### src/rtl/dma_serial_tx.sv
// Byte-to-serial transmitter: start bit, 8 data bits LSB-first, optional parity, stop bit.
// Optional even-parity bit enabled by defining DMA_TX_PARITY_EN.
module dma_serial_tx #(
  parameter int unsigned CLKS_PER_BIT = 868,
  parameter int unsigned DATA_W       = 8
) (
  input  logic              clk,
  input  logic              rst_n,
  input  logic [DATA_W-1:0] dato,
  input  logic              dato_valid,
  output logic              dato_ready,
  output logic              senal_tr,
  output logic              busy,
  output logic              done
);

  localparam int unsigned CNT_W = (CLKS_PER_BIT > 1) ? $clog2(CLKS_PER_BIT) : 1;
  localparam int unsigned IDX_W = 3;

  if (DATA_W != 8) begin : g_bad_data_w
    $error("dma_serial_tx supports DATA_W == 8 only");
  end
  if (CLKS_PER_BIT < 2) begin : g_bad_clks
    $error("dma_serial_tx requires CLKS_PER_BIT >= 2");
  end

  typedef enum logic [2:0] {
    S_IDLE   = 3'd0,
    S_START  = 3'd1,
    S_DATA   = 3'd2,
    S_PARITY = 3'd3,
    S_STOP   = 3'd4
  } state_t;

  state_t              state_q, state_d;
  logic [CNT_W-1:0]    cnt_q, cnt_d;
  logic [IDX_W-1:0]    idx_q, idx_d;
  logic [DATA_W-1:0]   sh_q, sh_d;
  logic                senal_d, ready_d, busy_d, done_d;
`ifdef DMA_TX_PARITY_EN
  logic                par_q, par_d;
`endif

  logic cnt_last;
  logic accept;

  assign cnt_last = (cnt_q == CNT_W'(CLKS_PER_BIT - 1));
  assign accept   = (state_q == S_IDLE) && dato_valid && dato_ready;

  // State and registered datapath/outputs
  always_ff @(posedge clk or negedge rst_n) begin
    if (!rst_n) begin
      state_q    <= S_IDLE;
      cnt_q      <= '0;
      idx_q      <= '0;
      sh_q       <= '0;
      senal_tr   <= 1'b1;
      dato_ready <= 1'b1;
      busy       <= 1'b0;
      done       <= 1'b0;
`ifdef DMA_TX_PARITY_EN
      par_q      <= 1'b0;
`endif
    end else begin
      state_q    <= state_d;
      cnt_q      <= cnt_d;
      idx_q      <= idx_d;
      sh_q       <= sh_d;
      senal_tr   <= senal_d;
      dato_ready <= ready_d;
      busy       <= busy_d;
      done       <= done_d;
`ifdef DMA_TX_PARITY_EN
      par_q      <= par_d;
`endif
    end
  end

  // Next-state logic: every non-idle state advances on the counter wrap
  always_comb begin
    state_d = state_q;
    case (state_q)
      S_IDLE:  if (accept) state_d = S_START;
      S_START: if (cnt_last) state_d = S_DATA;
      S_DATA: begin
        if (cnt_last && (idx_q == IDX_W'(7))) begin
`ifdef DMA_TX_PARITY_EN
          state_d = S_PARITY;
`else
          state_d = S_STOP;
`endif
        end
      end
`ifdef DMA_TX_PARITY_EN
      S_PARITY: if (cnt_last) state_d = S_STOP;
`endif
      S_STOP:  if (cnt_last) state_d = S_IDLE;
      default: state_d = S_IDLE;
    endcase
  end

  // Next values of the line, counters and handshake flags
  always_comb begin
    cnt_d   = cnt_q;
    idx_d   = idx_q;
    sh_d    = sh_q;
    senal_d = senal_tr;
    ready_d = dato_ready;
    busy_d  = busy;
    done_d  = 1'b0;
`ifdef DMA_TX_PARITY_EN
    par_d   = par_q;
`endif
    if (state_q != S_IDLE) begin
      cnt_d = cnt_last ? '0 : cnt_q + CNT_W'(1);
    end
    case (state_q)
      S_IDLE: begin
        if (accept) begin
          sh_d    = dato;
          senal_d = 1'b0;
          ready_d = 1'b0;
          busy_d  = 1'b1;
          cnt_d   = '0;
          idx_d   = '0;
`ifdef DMA_TX_PARITY_EN
          par_d   = ^dato;
`endif
        end
      end
      S_START: begin
        if (cnt_last) begin
          senal_d = sh_q[0];
          sh_d    = sh_q >> 1;
          idx_d   = '0;
        end
      end
      S_DATA: begin
        if (cnt_last) begin
          if (idx_q == IDX_W'(7)) begin
`ifdef DMA_TX_PARITY_EN
            senal_d = par_q;
`else
            senal_d = 1'b1;
`endif
          end else begin
            senal_d = sh_q[0];
            sh_d    = sh_q >> 1;
            idx_d   = idx_q + IDX_W'(1);
          end
        end
      end
`ifdef DMA_TX_PARITY_EN
      S_PARITY: if (cnt_last) senal_d = 1'b1;
`endif
      S_STOP: begin
        if (cnt_last) begin
          senal_d = 1'b1;
          ready_d = 1'b1;
          busy_d  = 1'b0;
          done_d  = 1'b1;
        end
      end
      default: ;
    endcase
  end

endmodule

### config.mk
export PLATFORM = sky130hd
export DESIGN_NAME = dma_serial_tx
export DESIGN_NICKNAME = d
export VERILOG_FILES = /design/src/rtl/dma_serial_tx.sv
export SDC_FILE = /design/constraint.sdc
export NUM_CORES = 1
export LEC_CHECK = 0
export BUFFER_PORTS_ARGS = -buffer_cell sky130_fd_sc_hd__buf_4
export CAP_MARGIN = 10
export CORE_MARGIN = 2
export CORE_UTILIZATION = 40
export DETAILED_ROUTE_END_ITERATION = 6
export SLEW_MARGIN = 20
export SYNTH_ARGS = -nofsm -noshare
export SYNTH_HDL_FRONTEND = slang
export SYNTH_SLANG_ARGS = --single-unit
### constraint.sdc
create_clock -name clk -period 2.1 [get_ports clk]
set_input_delay 0.21 -clock clk [delete_from_list [all_inputs] [get_ports clk]]
set_output_delay 0.21 -clock clk [all_outputs]
set_load 0.05 [all_outputs]
==> results.py <==
metrics = {
    "logic_synthesis": {
        "synthCells": 148,
        "syn_area_per_cell_um2": 10.1,
        "yosys.area_share.adder_pct": 2.52,
        "synth_compound_area_share_pct": 20.2,
        "async_flop_share_pct": 100,
        "synth_edf_count": 0,
        "synth_warnings": 0,
        "synthXorXnorAreaFrac_pct": 1.17,
        "synth_top_cell_by_area": "dfrtp_1",
        "yosysSeqAreaShare_pct": 47.1,
        "syn_area_um2": 1490,
        "synth_cell_types": 41,
        "synth_top_family_by_area": "simple AND/OR/NAND/NOR gates",
        "synth-main-ff-cell": "dfrtp_1",
        "synthesis.nets": 162,
        "muxShareOfSynthArea_pct": 2.85,
        "synth_top_area_share_pct": 43.6,
        "ys_ff_latch": 28,
        "synth_simple_gate_area_share_pct": 21.8,
        "synth.area.top_cells": "dfrtp_1 (44%), o221a_1 (5.3%), nand2_1 (3.8%)",
    },
    "detailed_routing": {
        "detail_route.iter0.violations": 35,
        "drtPass1Iterations": 4,
        "wl_per_cell_um": 14.3,
        "route.detailed.drc": 0,
        "num_vias": 1153,
        "postRouteAntennaNets": 0,
        "vias_per_cell": 5.49,
        "drt_wl_total_um": 3000,
    },
    "worst_setup_path": {
        "r2r-end": "senal_tr",
        "criticalPathCategory": "flip-flop to flip-flop",
        "r2r_slack_ns": 0.26,
        "crit_fanout": 7,
        "cp-end-kind": "flip-flop",
        "crit_chain": "ha_1, nor4b_2, and3_1, buf_4, o2111ai_1, mux2_1",
        "cp_data_required_time_ns": 2.30,
        "arrival_ns": 2.04,
        "rr_worst_depth": 6,
        "r2r_start": "cnt_q[0]",
        "critPathLaunchType": "flip-flop",
        "worst_path_max_delay_cell": "dfrtp_1",
        "max_stage_delay_ns": 0.42,
    },
    "power_and_ir_drop": {
        "powerDensity_nw_per_um2": 524,
        "leakage_nw": 0.739,
        "irDropWorstVdd_mv": 0.223,
        "p_total_mw": 0.887,
    },
    "cells_and_area": {
        "nets": 177,
        "area_delta_synth_final_pct": 13.4,
        "insertedDiodeCount": 0,
        "final_core_util_pct": 46.6,
        "layout-drive-gt1-share_pct": 17.3,
        "nFillCells": 368,
    },
    "timing": {
        "fmax_mhz": 542,
        "finalSetupViolations": 0,
        "maxSlewViolCount": 0,
        "finalHoldViolCount": 0,
        "fin_crit_sh_pct": 87.8,
        "maxSlewHeadroom_pct": 68.7,
        "rsz0062_at_grt": "no",
        "clock_skew_ns": 0.00153,
        "totalNegativeSetupSlack_ns": 0,
        "tightest_slew_ns": 0.470,
        "fin_crit_ns": 1.84,
    },
    "floorplanning": {
        "die_h_um": 65.1,
        "die_x_um": 65.1,
        "dieArea_um2": 4230,
        "coreArea_um2": 3630,
        "start_util_pct": 41.0,
        "pin_count": 15,
        "core.rowCount": 22,
    },
    "global_routing": {
        "grt_overflow": 0,
        "grt_max_degree": 29,
        "grt_pass1_vias": 1215,
        "antenna_found_initial": 0,
        "grt_pass1_wl_um": 5510,
        "grt_use_total_pct": 16.7,
    },
    "clocking": {
        "insertion_delay_ns": 0.27,
        "post_cts.resized_instances": 0,
        "cts_buffers": 3,
        "clk_pin_slew_ns": 0.09,
        "htreeDepth": 1,
        "cts_root_buf": "clkbuf_8",
        "clock-sinks": 28,
        "cts.path.max_buffers": 2,
        "cts_tree": "built",
        "cts_setup_buffers": 0,
        "postCtsHoldBufs": 1,
    },
    "placement": {
        "port_buffers": 14,
        "dp_hpwl_um": 2260,
        "globalplace.congestion": 0.780,
    },
    "min_path": {
        "hold_path_end": "sh_q[7]",
        "hold_depth": 3,
        "hold_start": "dato[7]",
        "hp-class": "input port to flip-flop",
    },
    "flow_run": {
        "drv_cap": 0,
    },
    "status": {
        "status": "complete, no violations",
    },
}
## synthesized netlist by cell type, drive strengths merged (3+ instances only)
cell and instances:
inv 5, nand2b 3, o21ai 11, nand2 15, dfrtp 26, nor2 9
o221a 7, o31ai 3, and2 3, ha 3, buf 5, or3 8
and3 4, nor3 6, a22o 3, a21oi 6
## layout make-up
cell class	instances	area [µm²]	area share (%)
repair buffers	17	130	7.69
multi-input cells	108	724	42.8
well taps	48	60.1	3.55
flip-flops and latches	28	703	41.6
clock buffers	4	55.1	3.25
inverters	5	18.8	1.11
## routing by layer
layer,routed length [µm],vias to the layer above,GRT usage [%]
met2,1510,13,29.5
met4,28,0,5.47
met3,58,4,2.26
li1,-,571,-
met1,1400,565,21.0
met5,0,-,0
## cells by family (layout without fill, tap and decap cells)
family	Yosys count	after routing
multiplexers	4	4
flip-flops	28	28
XOR/XNOR	2	2
adder cells (fa/ha/maj)	3	3
AND/OR/NAND/NOR	59	59
AO/OA/AOI/OAI	40	40
buffers and inverters	12	26
## per-stage QoR
step	setup WS (ns)	instances	hold slack, ns	cell area (µm²)
5_1_grt	0.116	210	0.223	1690
3_3_place_gp	0.320	205	0.146	1630
4_1_cts	0.258	210	0.221	1690
6_report	0.256	210	0.216	1690
2_1_floorplan	0.382	148	-0.0856	1490
3_5_place_dp	0.273	205	0.146	1630
## report_power, final
part / internal (mW) / switching [mW] / leakage (nW)
Sequential: 0.539 / 0 / 0.342
Combinational: 0.0132 / 0.0139 / 0.369
Clock: 0.168 / 0.153 / 0.0288
Total: 0.720 / 0.167 / 0.739
## state kept, by name (all words and copies together), names as in the netlist
register	flops
dato_ready	1
sh_q	8
done	1
cnt_q	10
senal_tr	1
idx_q	3
state_q	3
busy	1
## worst max path at each step
stage          slack, ns        to      from
2_1_floorplan       0.38   sh_q[0]  cnt_q[0]
3_3_place_gp        0.32  senal_tr  cnt_q[0]
3_5_place_dp        0.27  senal_tr  cnt_q[0]
4_1_cts             0.26  senal_tr  cnt_q[0]
5_1_grt             0.12  senal_tr  cnt_q[0]
6_report            0.26  senal_tr  cnt_q[0]
## placed cells by master, fill, tap and decap left out, types with 2 or more instances in the layout
cell	instances
a22o_1	3
or3_1	8
buf_4	16
nand2_1	15
nor3_1	5
dfrtp_1	26
nor2_1	9
and2_1	2
nand3_1	2
nor3b_1	2
o31ai_1	3
mux2i_1	2
clkbuf_8	4
nand2b_1	3
ha_1	3
xnor2_1	2
and3_1	4
o221a_1	7
a31oi_1	2
nand4_1	2
inv_1	5
a21o_1	2
a21oi_1	6
dfstp_2	2
o21ai_0	11
## worst max-delay path, delay by kind of cell, from the launching register on
kind,cells,cell delay [ns]
multiplexers,1,0.34
buffers and inverters,1,0.17
flip-flops,1,0.42
AND/OR/NAND/NOR,2,0.37
AO/OA/AOI/OAI,1,0.22
adder cells (fa/ha/maj),1,0.25
Note: power is estimated with default switching activity, not from simulation.
